$ cat src/rtl/snoop_responder.sv
// snoop_responder: looks up the MESI state for a snooped bus op, answers NOHIT/HIT/HITM, writes back dirty lines and issues one state update.
// Optional hit statistics counters are enabled by defining SNOOP_RESP_STATS_EN.
module snoop_responder #(
    parameter int ADDR_W     = 32,
    parameter int LOOKUP_LAT = 2,
    parameter int WB_BEATS   = 4,
    localparam int BW        = (WB_BEATS > 1) ? $clog2(WB_BEATS) : 1
) (
    input  logic              clk,
    input  logic              rst,
    input  logic              snp_valid,
    output logic              snp_ready,
    input  logic [2:0]        snp_op,
    input  logic [ADDR_W-1:0] snp_addr,
    output logic              lu_req,
    output logic [ADDR_W-1:0] lu_addr,
    input  logic [1:0]        lu_state,
    output logic              res_valid,
    output logic [1:0]        res_code,
    output logic              wb_valid,
    input  logic              wb_ready,
    output logic [BW-1:0]     wb_beat,
    output logic [ADDR_W-1:0] wb_addr,
    output logic              upd_valid,
    output logic [1:0]        upd_state,
    output logic [ADDR_W-1:0] upd_addr
`ifdef SNOOP_RESP_STATS_EN
    ,
    output logic [15:0]       cnt_nohit,
    output logic [15:0]       cnt_hit,
    output logic [15:0]       cnt_hitm
`endif
);
    localparam logic [2:0] OP_READ = 3'd1, OP_WRITE = 3'd2, OP_INV = 3'd3, OP_RWIM = 3'd4;
    localparam logic [1:0] ST_I = 2'd0, ST_S = 2'd1, ST_M = 2'd3;
    typedef enum logic [2:0] {IDLE, LOOKUP, RESP, WB, UPD} state_t;
    state_t            state_q;
    logic              ready_q, lu_req_q, res_valid_q, wb_valid_q, upd_valid_q;
    logic [1:0]        res_code_q, upd_state_q, mesi_q;
    logic [2:0]        op_q, cnt_q;
    logic [BW-1:0]     beat_q;
    logic [ADDR_W-1:0] addr_q;
    logic [1:0]        upd_state_d;
    logic              op_ok, wb_go, last_beat;
    assign op_ok       = (snp_op != 3'd0) && (snp_op <= OP_RWIM);
    assign wb_go       = (mesi_q == ST_M) && (op_q == OP_READ || op_q == OP_RWIM);
    assign last_beat   = beat_q == BW'(WB_BEATS - 1);
    assign upd_state_d = (op_q == OP_RWIM) ? ST_I :
                         (op_q == OP_READ && mesi_q[1]) ? ST_S :
                         (op_q == OP_INV && mesi_q == ST_S) ? ST_I : mesi_q;
    always_ff @(posedge clk) begin
        if (rst) begin
            state_q     <= IDLE;
            ready_q     <= 1'b0;
            lu_req_q    <= 1'b0;
            res_valid_q <= 1'b0;
            wb_valid_q  <= 1'b0;
            upd_valid_q <= 1'b0;
            res_code_q  <= 2'd0;
            upd_state_q <= 2'd0;
            mesi_q      <= 2'd0;
            op_q        <= 3'd0;
            cnt_q       <= 3'd0;
            beat_q      <= '0;
            addr_q      <= '0;
        end else begin
            lu_req_q    <= 1'b0;
            res_valid_q <= 1'b0;
            upd_valid_q <= 1'b0;
            case (state_q)
                IDLE: begin
                    ready_q <= 1'b1;
                    if (snp_valid && ready_q) begin
                        ready_q  <= 1'b0;
                        op_q     <= snp_op;
                        addr_q   <= snp_addr;
                        cnt_q    <= 3'd0;
                        lu_req_q <= op_ok;
                        // Unknown ops pass through UPD with no pulse to get the two-cycle turnaround
                        state_q  <= op_ok ? LOOKUP : UPD;
                    end
                end
                LOOKUP: begin
                    cnt_q <= cnt_q + 3'd1;
                    if (cnt_q == 3'(LOOKUP_LAT)) begin
                        mesi_q      <= lu_state;
                        res_valid_q <= 1'b1;
                        res_code_q  <= (lu_state == ST_I) ? 2'd0 : (lu_state == ST_M) ? 2'd2 : 2'd1;
                        state_q     <= RESP;
                    end
                end
                RESP: begin
                    wb_valid_q  <= wb_go;
                    beat_q      <= '0;
                    upd_valid_q <= !wb_go && (upd_state_d != mesi_q);
                    upd_state_q <= upd_state_d;
                    state_q     <= wb_go ? WB : UPD;
                end
                WB: begin
                    if (wb_ready) begin
                        beat_q      <= last_beat ? beat_q : beat_q + BW'(1);
                        wb_valid_q  <= !last_beat;
                        upd_valid_q <= last_beat && (upd_state_d != mesi_q);
                        upd_state_q <= upd_state_d;
                        state_q     <= last_beat ? UPD : WB;
                    end
                end
                UPD: begin
                    ready_q <= 1'b1;
                    state_q <= IDLE;
                end
                default: state_q <= IDLE;
            endcase
        end
    end
    assign snp_ready = ready_q;
    assign lu_req    = lu_req_q;
    assign lu_addr   = addr_q;
    assign res_valid = res_valid_q;
    assign res_code  = res_code_q;
    assign wb_valid  = wb_valid_q;
    assign wb_beat   = beat_q;
    assign wb_addr   = addr_q;
    assign upd_valid = upd_valid_q;
    assign upd_state = upd_state_q;
    assign upd_addr  = addr_q;
`ifdef SNOOP_RESP_STATS_EN
    logic [15:0] nohit_q, hit_q, hitm_q;
    always_ff @(posedge clk) begin
        if (rst) begin
            nohit_q <= 16'd0;
            hit_q   <= 16'd0;
            hitm_q  <= 16'd0;
        end else if (res_valid_q) begin
            nohit_q <= nohit_q + 16'((res_code_q == 2'd0) && (nohit_q != 16'hFFFF));
            hit_q   <= hit_q + 16'((res_code_q == 2'd1) && (hit_q != 16'hFFFF));
            hitm_q  <= hitm_q + 16'((res_code_q == 2'd2) && (hitm_q != 16'hFFFF));
        end
    end
    assign cnt_nohit = nohit_q;
    assign cnt_hit   = hit_q;
    assign cnt_hitm  = hitm_q;
`endif
endmodule

$ cat config.mk
export PLATFORM = sky130hd
export DESIGN_NAME = snoop_responder
export DESIGN_NICKNAME = d
export VERILOG_FILES = /design/src/rtl/snoop_responder.sv
export SDC_FILE = /design/constraint.sdc
export NUM_CORES = 1
export LEC_CHECK = 0
export CAP_MARGIN = 20
export CORE_MARGIN = 10
export CORE_UTILIZATION = 35
export DETAILED_ROUTE_END_ITERATION = 8
export PLACE_DENSITY = 0.74
export SLEW_MARGIN = 15
export SYNTH_ARGS = -nofsm -noshare
export SYNTH_HDL_FRONTEND = slang
export SYNTH_SLANG_ARGS = --single-unit
export TNS_END_PERCENT = 1
$ cat constraint.sdc
create_clock -name clk -period 2.2 [get_ports clk]
set_input_delay 0.44 -clock clk [delete_from_list [all_inputs] [get_ports clk]]
set_output_delay 0.44 -clock clk [all_outputs]
set_load 0.01 [all_outputs]
==> results of run 1 <==
-- layer usage --
| layer | up-vias | wire length, um |
|---|---|---|
| met3 | 7 | 706 |
| met1 | 1053 | 3020 |
| met2 | 89 | 3790 |
| met4 | 0 | 81 |
| li1 | 1169 | - |
| met5 | - | 0 |
-- worst paths after layout --
check,from,to,slack [ns],cells after the start
hold reg to reg,upd_state[0],upd_state[0],0.47,2
setup reg to reg,state_q[1],res_code[0],0.51,4
hold / removal,upd_state[0],upd_state[0],0.47,2
setup / recovery,lu_addr[7],lu_addr[7],0.49,1
-- state kept, by name (all words and copies together) (netlist names) --
register,count
op_q,3
mesi_q,2
res_code,2
cnt_q,3
lu_addr,32
state_q,3
res_valid,1
lu_req,1
upd_state,2
upd_valid,1
wb_beat,2
snp_ready,1
wb_valid,1
-- placed cells by master (no fill, tap or decap), types with 3 or more instances in the layout --
| cell | n |
|---|---|
| clkdlybuf4s50_1 | 146 |
| a31oi_1 | 3 |
| nor3_1 | 5 |
| nand2b_1 | 4 |
| dfxtp_1 | 54 |
| nor2_1 | 19 |
| buf_4 | 6 |
| clkbuf_8 | 6 |
| inv_1 | 4 |
| a21oi_1 | 41 |
| nand2_1 | 77 |
| mux2i_1 | 7 |
| ha_1 | 4 |
-- metrics by stage --
stage	setup slack, ns	instance area (um^2)	power (mW)
2_1_floorplan	0.664	2670	1.34
3_3_place_gp	0.308	3720	1.56
3_5_place_dp	0.275	3720	1.57
4_1_cts	0.439	3860	2.37
5_1_grt	0.400	3860	2.45
6_report	0.486	3860	2.33
-- power breakdown --
group | internal, mW | leakage (nW) | switching (mW)
logic | 0.273 | 0.896 | 0.200
registers | 1.02 | 0.439 | 0.0429
clock network | 0.485 | 0.0714 | 0.311
-- final cells by class --
class | instances | share of cell area
clock buffer | 6 | 0.0214
clock inverter | 2 | 0.0155
inverter | 4 | 0.00388
multi-input combinational | 191 | 0.256
sequential | 54 | 0.280
tap | 99 | 0.0320
timing repair buffer | 153 | 0.391
-- cell families (layout without fill, tap and decap cells) --
kind of cell | after synthesis | count (layout) | share of synthesized area
AND/OR/NAND/NOR | 121 | 121 | 0.198
flip-flops | 54 | 54 | 0.405
buffers and inverters | 87 | 165 | 0.223
XOR/XNOR | 3 | 3 | 0.00985
adder cells (fa/ha/maj) | 4 | 4 | 0.0188
AO/OA/AOI/OAI | 55 | 55 | 0.114
multiplexers | 8 | 8 | 0.0305
==> impl_metrics.json, run 1 <==
{
  "status": "completed",
  "cp-start-kind": "flop",
  "synth_nets": 377,
  "insertion_delay_ns": 0.30,
  "hpwl_um": 6100,
  "ys_seq_elements": 54,
  "gp_congestion": 0.793,
  "cap_violations": 0,
  "fillers": 691,
  "synth_edf_count": 0,
  "drc": 0,
  "synth_commonest_cells": "77 x nand2_1, 66 x buf_4, 54 x dfxtp_1",
  "postCtsResizedCells": 0,
  "drive_gt1_frac": 0.0488,
  "cp.arrival_ns": 1.27,
  "place_inst": 501,
  "power.leakage_nw": 1.41,
  "slew_violations": 0,
  "finalSetupTns_ns": 0,
  "grt_pass1_vias": 2179,
  "multi_input_area_um2": 991,
  "grt_usage": 0.122,
  "grt_busiest_layer": "met2",
  "path_max_fanout": 4,
  "core_um2": 7330,
  "cts_buffers": 5,
  "grtUsageMet2": 0.219,
  "worst-setup-path-type": "flop to primary output",
  "cp.required_ns": 1.76,
  "fin_crit_sh": 0.779,
  "grt_max_degree": 35,
  "clk_path_buf_depth": 2,
  "synth.area.top_cells": "dfxtp_1 41%, buf_4 19%, nand2_1 11%",
  "vias": 2318,
  "routedWlPerCell_um": 14.9,
  "yosys.area.top_type": "dfxtp_1",
  "grt_overflow": 0,
  "dr.pass1.iters": 4,
  "final_core_util": 0.527,
  "met1_usage": 0.133,
  "area_delta_synth_final_pct": 44.9,
  "synth-seq-area-share": 0.405,
  "cts_hold_buf": 0,
  "rsz0062_at_grt": "false",
  "clkTransAtPathRegs_ns": 0.10,
  "ys.warnings.count": 0,
  "via_per_inst": 4.55,
  "syn_inst": 332,
  "drtIter0Drc": 69,
  "routed_wirelength_um": 7600,
  "h-tree-depth": 2,
  "path_cells": "clkdlybuf4s50_1",
  "antenna_left": 0,
  "chipWidth_um": 107,
  "crit_family": "buffers and inverters",
  "grt_antenna_before_repair": 0,
  "rows": 31,
  "port_buffers": 147,
  "n_antenna_cell": 0,
  "critPathSlowestCell": "clkdlybuf4s50_1",
  "die_h_um": 107,
  "avgSynthCellArea_um2": 8.03,
  "skew_ns": 0.00608,
  "seq_area_um2": 1080,
  "root_buffer": "clkbuf_8",
  "critPathBufInv": 1,
  "dieArea_um2": 11500,
  "p_per_area_nw_per_um2": 603,
  "ios": 148,
  "cts_num_sinks": 54,
  "synth-main-ff-cell": "dfxtp_1",
  "end_kind": "primary output",
  "whs_ns": 0.466,
  "relSlewSlack": 0.701,
  "synth_most_common_cell": "nand2_1",
  "start_util": 0.364,
  "hold_violations": 0,
  "ys_async_sr_fraction": 0,
  "cpPeakStageDelay_ns": 0.57,
  "fmax_mhz": 583,
  "netlist_area_um2": 2670,
  "peakVddDrop_v": 0.000389,
  "nNetsFinal": 454,
  "synth.top_cell.area_share": 0.405,
  "tightest_slew_ns": 0.443,
  "grt_pass1_wl_um": 11400,
  "yosysUniqueCellTypes": 39,
  "setup_viol": 0,
  "hold_path_class": "flop to flop",
  "met3_usage": 0.0377,
  "stdcell_count": 509,
  "cts_tree": "yes",
  "postCtsSetupBuffers": 0,
  "period_needed_ns": 1.71
}
(Power assumes the default switching activity.)
==> run 2, diff against run 1 <==
Settings changed: PLACE_DENSITY 0.74 to 0.77.
Clock period 2.2 ns to 1.5 ns, I/O delays scaled along.
==> run 2 against run 1 <==
Clock power rose by 22%. Core utilization is 0.70 points higher. Via count rose by 3.5%. First-iteration DRC count increased by 41%. Critical path type is now flop to flop. Critical endpoint is now res_code[1]. Largest cell class unchanged.
==> impl_metrics.json, run 2 (synthesized netlist as in run 1, its figures left out) <==
{
  "cts_num_sinks": 54,
  "port_buffers": 147,
  "pre_cts_ws_ns": -0.152,
  "dieArea_um2": 11500,
  "clk_path_buf_depth": 2,
  "place_inst": 518,
  "worst_slack_ns": 0.0525,
  "clkTransAtPathRegs_ns": 0.10,
  "hold_path_class": "primary input to flop",
  "p_seq_frac": 0.487,
  "cp.required_ns": 1.70,
  "area_delta_synth_final_pct": 46.8,
  "cap_violations": 0,
  "finalSetupTns_ns": 0,
  "path_cells": "or3b_4 > or3_4 > mux2i_1 > nor2_1",
  "die_h_um": 107,
  "grt_usage": 0.131,
  "ios": 148,
  "fin_crit_sh": 0.965,
  "power.leakage_nw": 1.98,
  "core_um2": 7330,
  "postCtsSetupBuffers": 0,
  "tightest_slew_ns": 0.313,
  "root_buffer": "clkbuf_8",
  "dr.pass1.iters": 4,
  "status": "completed",
  "cpPeakStageDelay_ns": 0.39,
  "hpwl_um": 6310,
  "grt_overflow": 0,
  "final_core_util": 0.534,
  "worst-setup-path-type": "flop to flop",
  "peakVddDrop_v": 0.000372,
  "chipWidth_um": 107,
  "fmax_mhz": 691,
  "grt_pass1_vias": 2306,
  "drive_gt1_frac": 0.117,
  "grt_max_degree": 36,
  "total_power_mw": 3.19,
  "p_switching_mw": 0.852,
  "largest_reg_flops": 32,
  "rsz0062_at_grt": "true",
  "nNetsFinal": 472,
  "grt_antenna_before_repair": 0,
  "start_util": 0.364,
  "power_frac_comb": 0.208,
  "n_antenna_cell": 0,
  "antenna_left": 0,
  "internal-power_mw": 2.34,
  "end_kind": "flop",
  "switching_share": 0.267,
  "setup_viol": 0,
  "routedWlPerCell_um": 15.7,
  "p_clk_frac": 0.305,
  "hold_violations": 0,
  "grt_pass1_wl_um": 12400,
  "routed_wirelength_um": 8260,
  "via_per_inst": 4.55,
  "slew_violations": 0,
  "rows": 31,
  "period_needed_ns": 1.45,
  "drtIter0Drc": 97,
  "path_max_fanout": 5,
  "critPathSlowestCell": "or3b_4",
  "layout_common_cells": "104 x dlygate4sd2_1, 77 x nand2_1, 47 x dfxtp_1",
  "stdcell_count": 527,
  "cp-start-kind": "flop",
  "cp.arrival_ns": 1.64,
  "vias": 2399,
  "h-tree-depth": 2,
  "cts_buffers": 5,
  "cts_tree": "yes",
  "skew_ns": 0.00769,
  "layout_commonest_cell": "dlygate4sd2_1",
  "gp_congestion": 0.793,
  "insertion_delay_ns": 0.31,
  "p_per_area_nw_per_um2": 815,
  "drc": 0,
  "relSlewSlack": 0.792
}
run 2: cell types whose count changed in the layout (fill, tap and decap cells not counted), sizes merged:
cell,before,now
dlygate4sd2,0,104
buf,7,24
bufinv,2,1
dlymetal6s2s,0,2
clkinvlp,0,2
clkdlybuf4s50,146,40
run 2: stage by stage:
stage | hold WS [ns] | cell area (um^2)
finish | 0.386 | 3920
detailed placement | 0.461 | 3860
global placement | 0.454 | 3860
CTS | 0.371 | 3860
floorplan | 0.436 | 2670
global route | 0.395 | 3920
run 2: critical path: cells and delay by family, from the launching register on:
| kind | cells | cell delay, ns |
|---|---|---|
| flops | 1 | 0.34 |
| mux | 1 | 0.16 |
| simple gates | 3 | 0.83 |
run 2: what timing repair did:
action / in CTS / in global routing
hold buffers: 0 / 0
resized for setup: 108 / 13
pin swaps: 0 / 2
endpoints found under the setup margin: 144 / 46
cloned: 0 / 1
endpoints found under the hold margin: 0 / 0
run 2: area by class of cell:
type	instances	area, um^2
Fill cell	734	3410
Clock buffer	5	68.8
Sequential cell	54	1090
Inverter	4	15.0
Clock inverter	3	45.0
Tap cell	99	124
Multi-Input combinational cell	191	1020
Timing Repair Buffer	171	1550
run 2: power groups by stage:
stage / clock, mW / combinational, mW / sequential [mW]
floorplan: 0 / 0.363 / 1.60
global placement: 0 / 0.735 / 1.58
detailed placement: 0 / 0.744 / 1.59
CTS: 1.02 / 0.652 / 1.55
global route: 1.06 / 0.725 / 1.56
finish: 0.974 / 0.664 / 1.55
run 2: routing by layer:
layer,routed length [um],part of all wire,vias to the layer above,global-route usage
li1,-,-,1209,-
met4,95,0.011,0,0.0300
met5,0,0,-,0
met2,4200,0.51,98,0.239
met3,766,0.093,10,0.0533
met1,3200,0.39,1082,0.138
run 2: worst paths after layout:
| kind | start | endpoint | slack, ns | cells past startpoint |
|---|---|---|---|---|
| max | state_q[2] | res_code[1] | 0.05 | 4 |
| min | rst | state_q[0] | 0.39 | 4 |
| max reg2reg | state_q[2] | res_code[1] | 0.05 | 4 |
| min reg2reg | upd_state[0] | upd_state[0] | 0.47 | 2 |
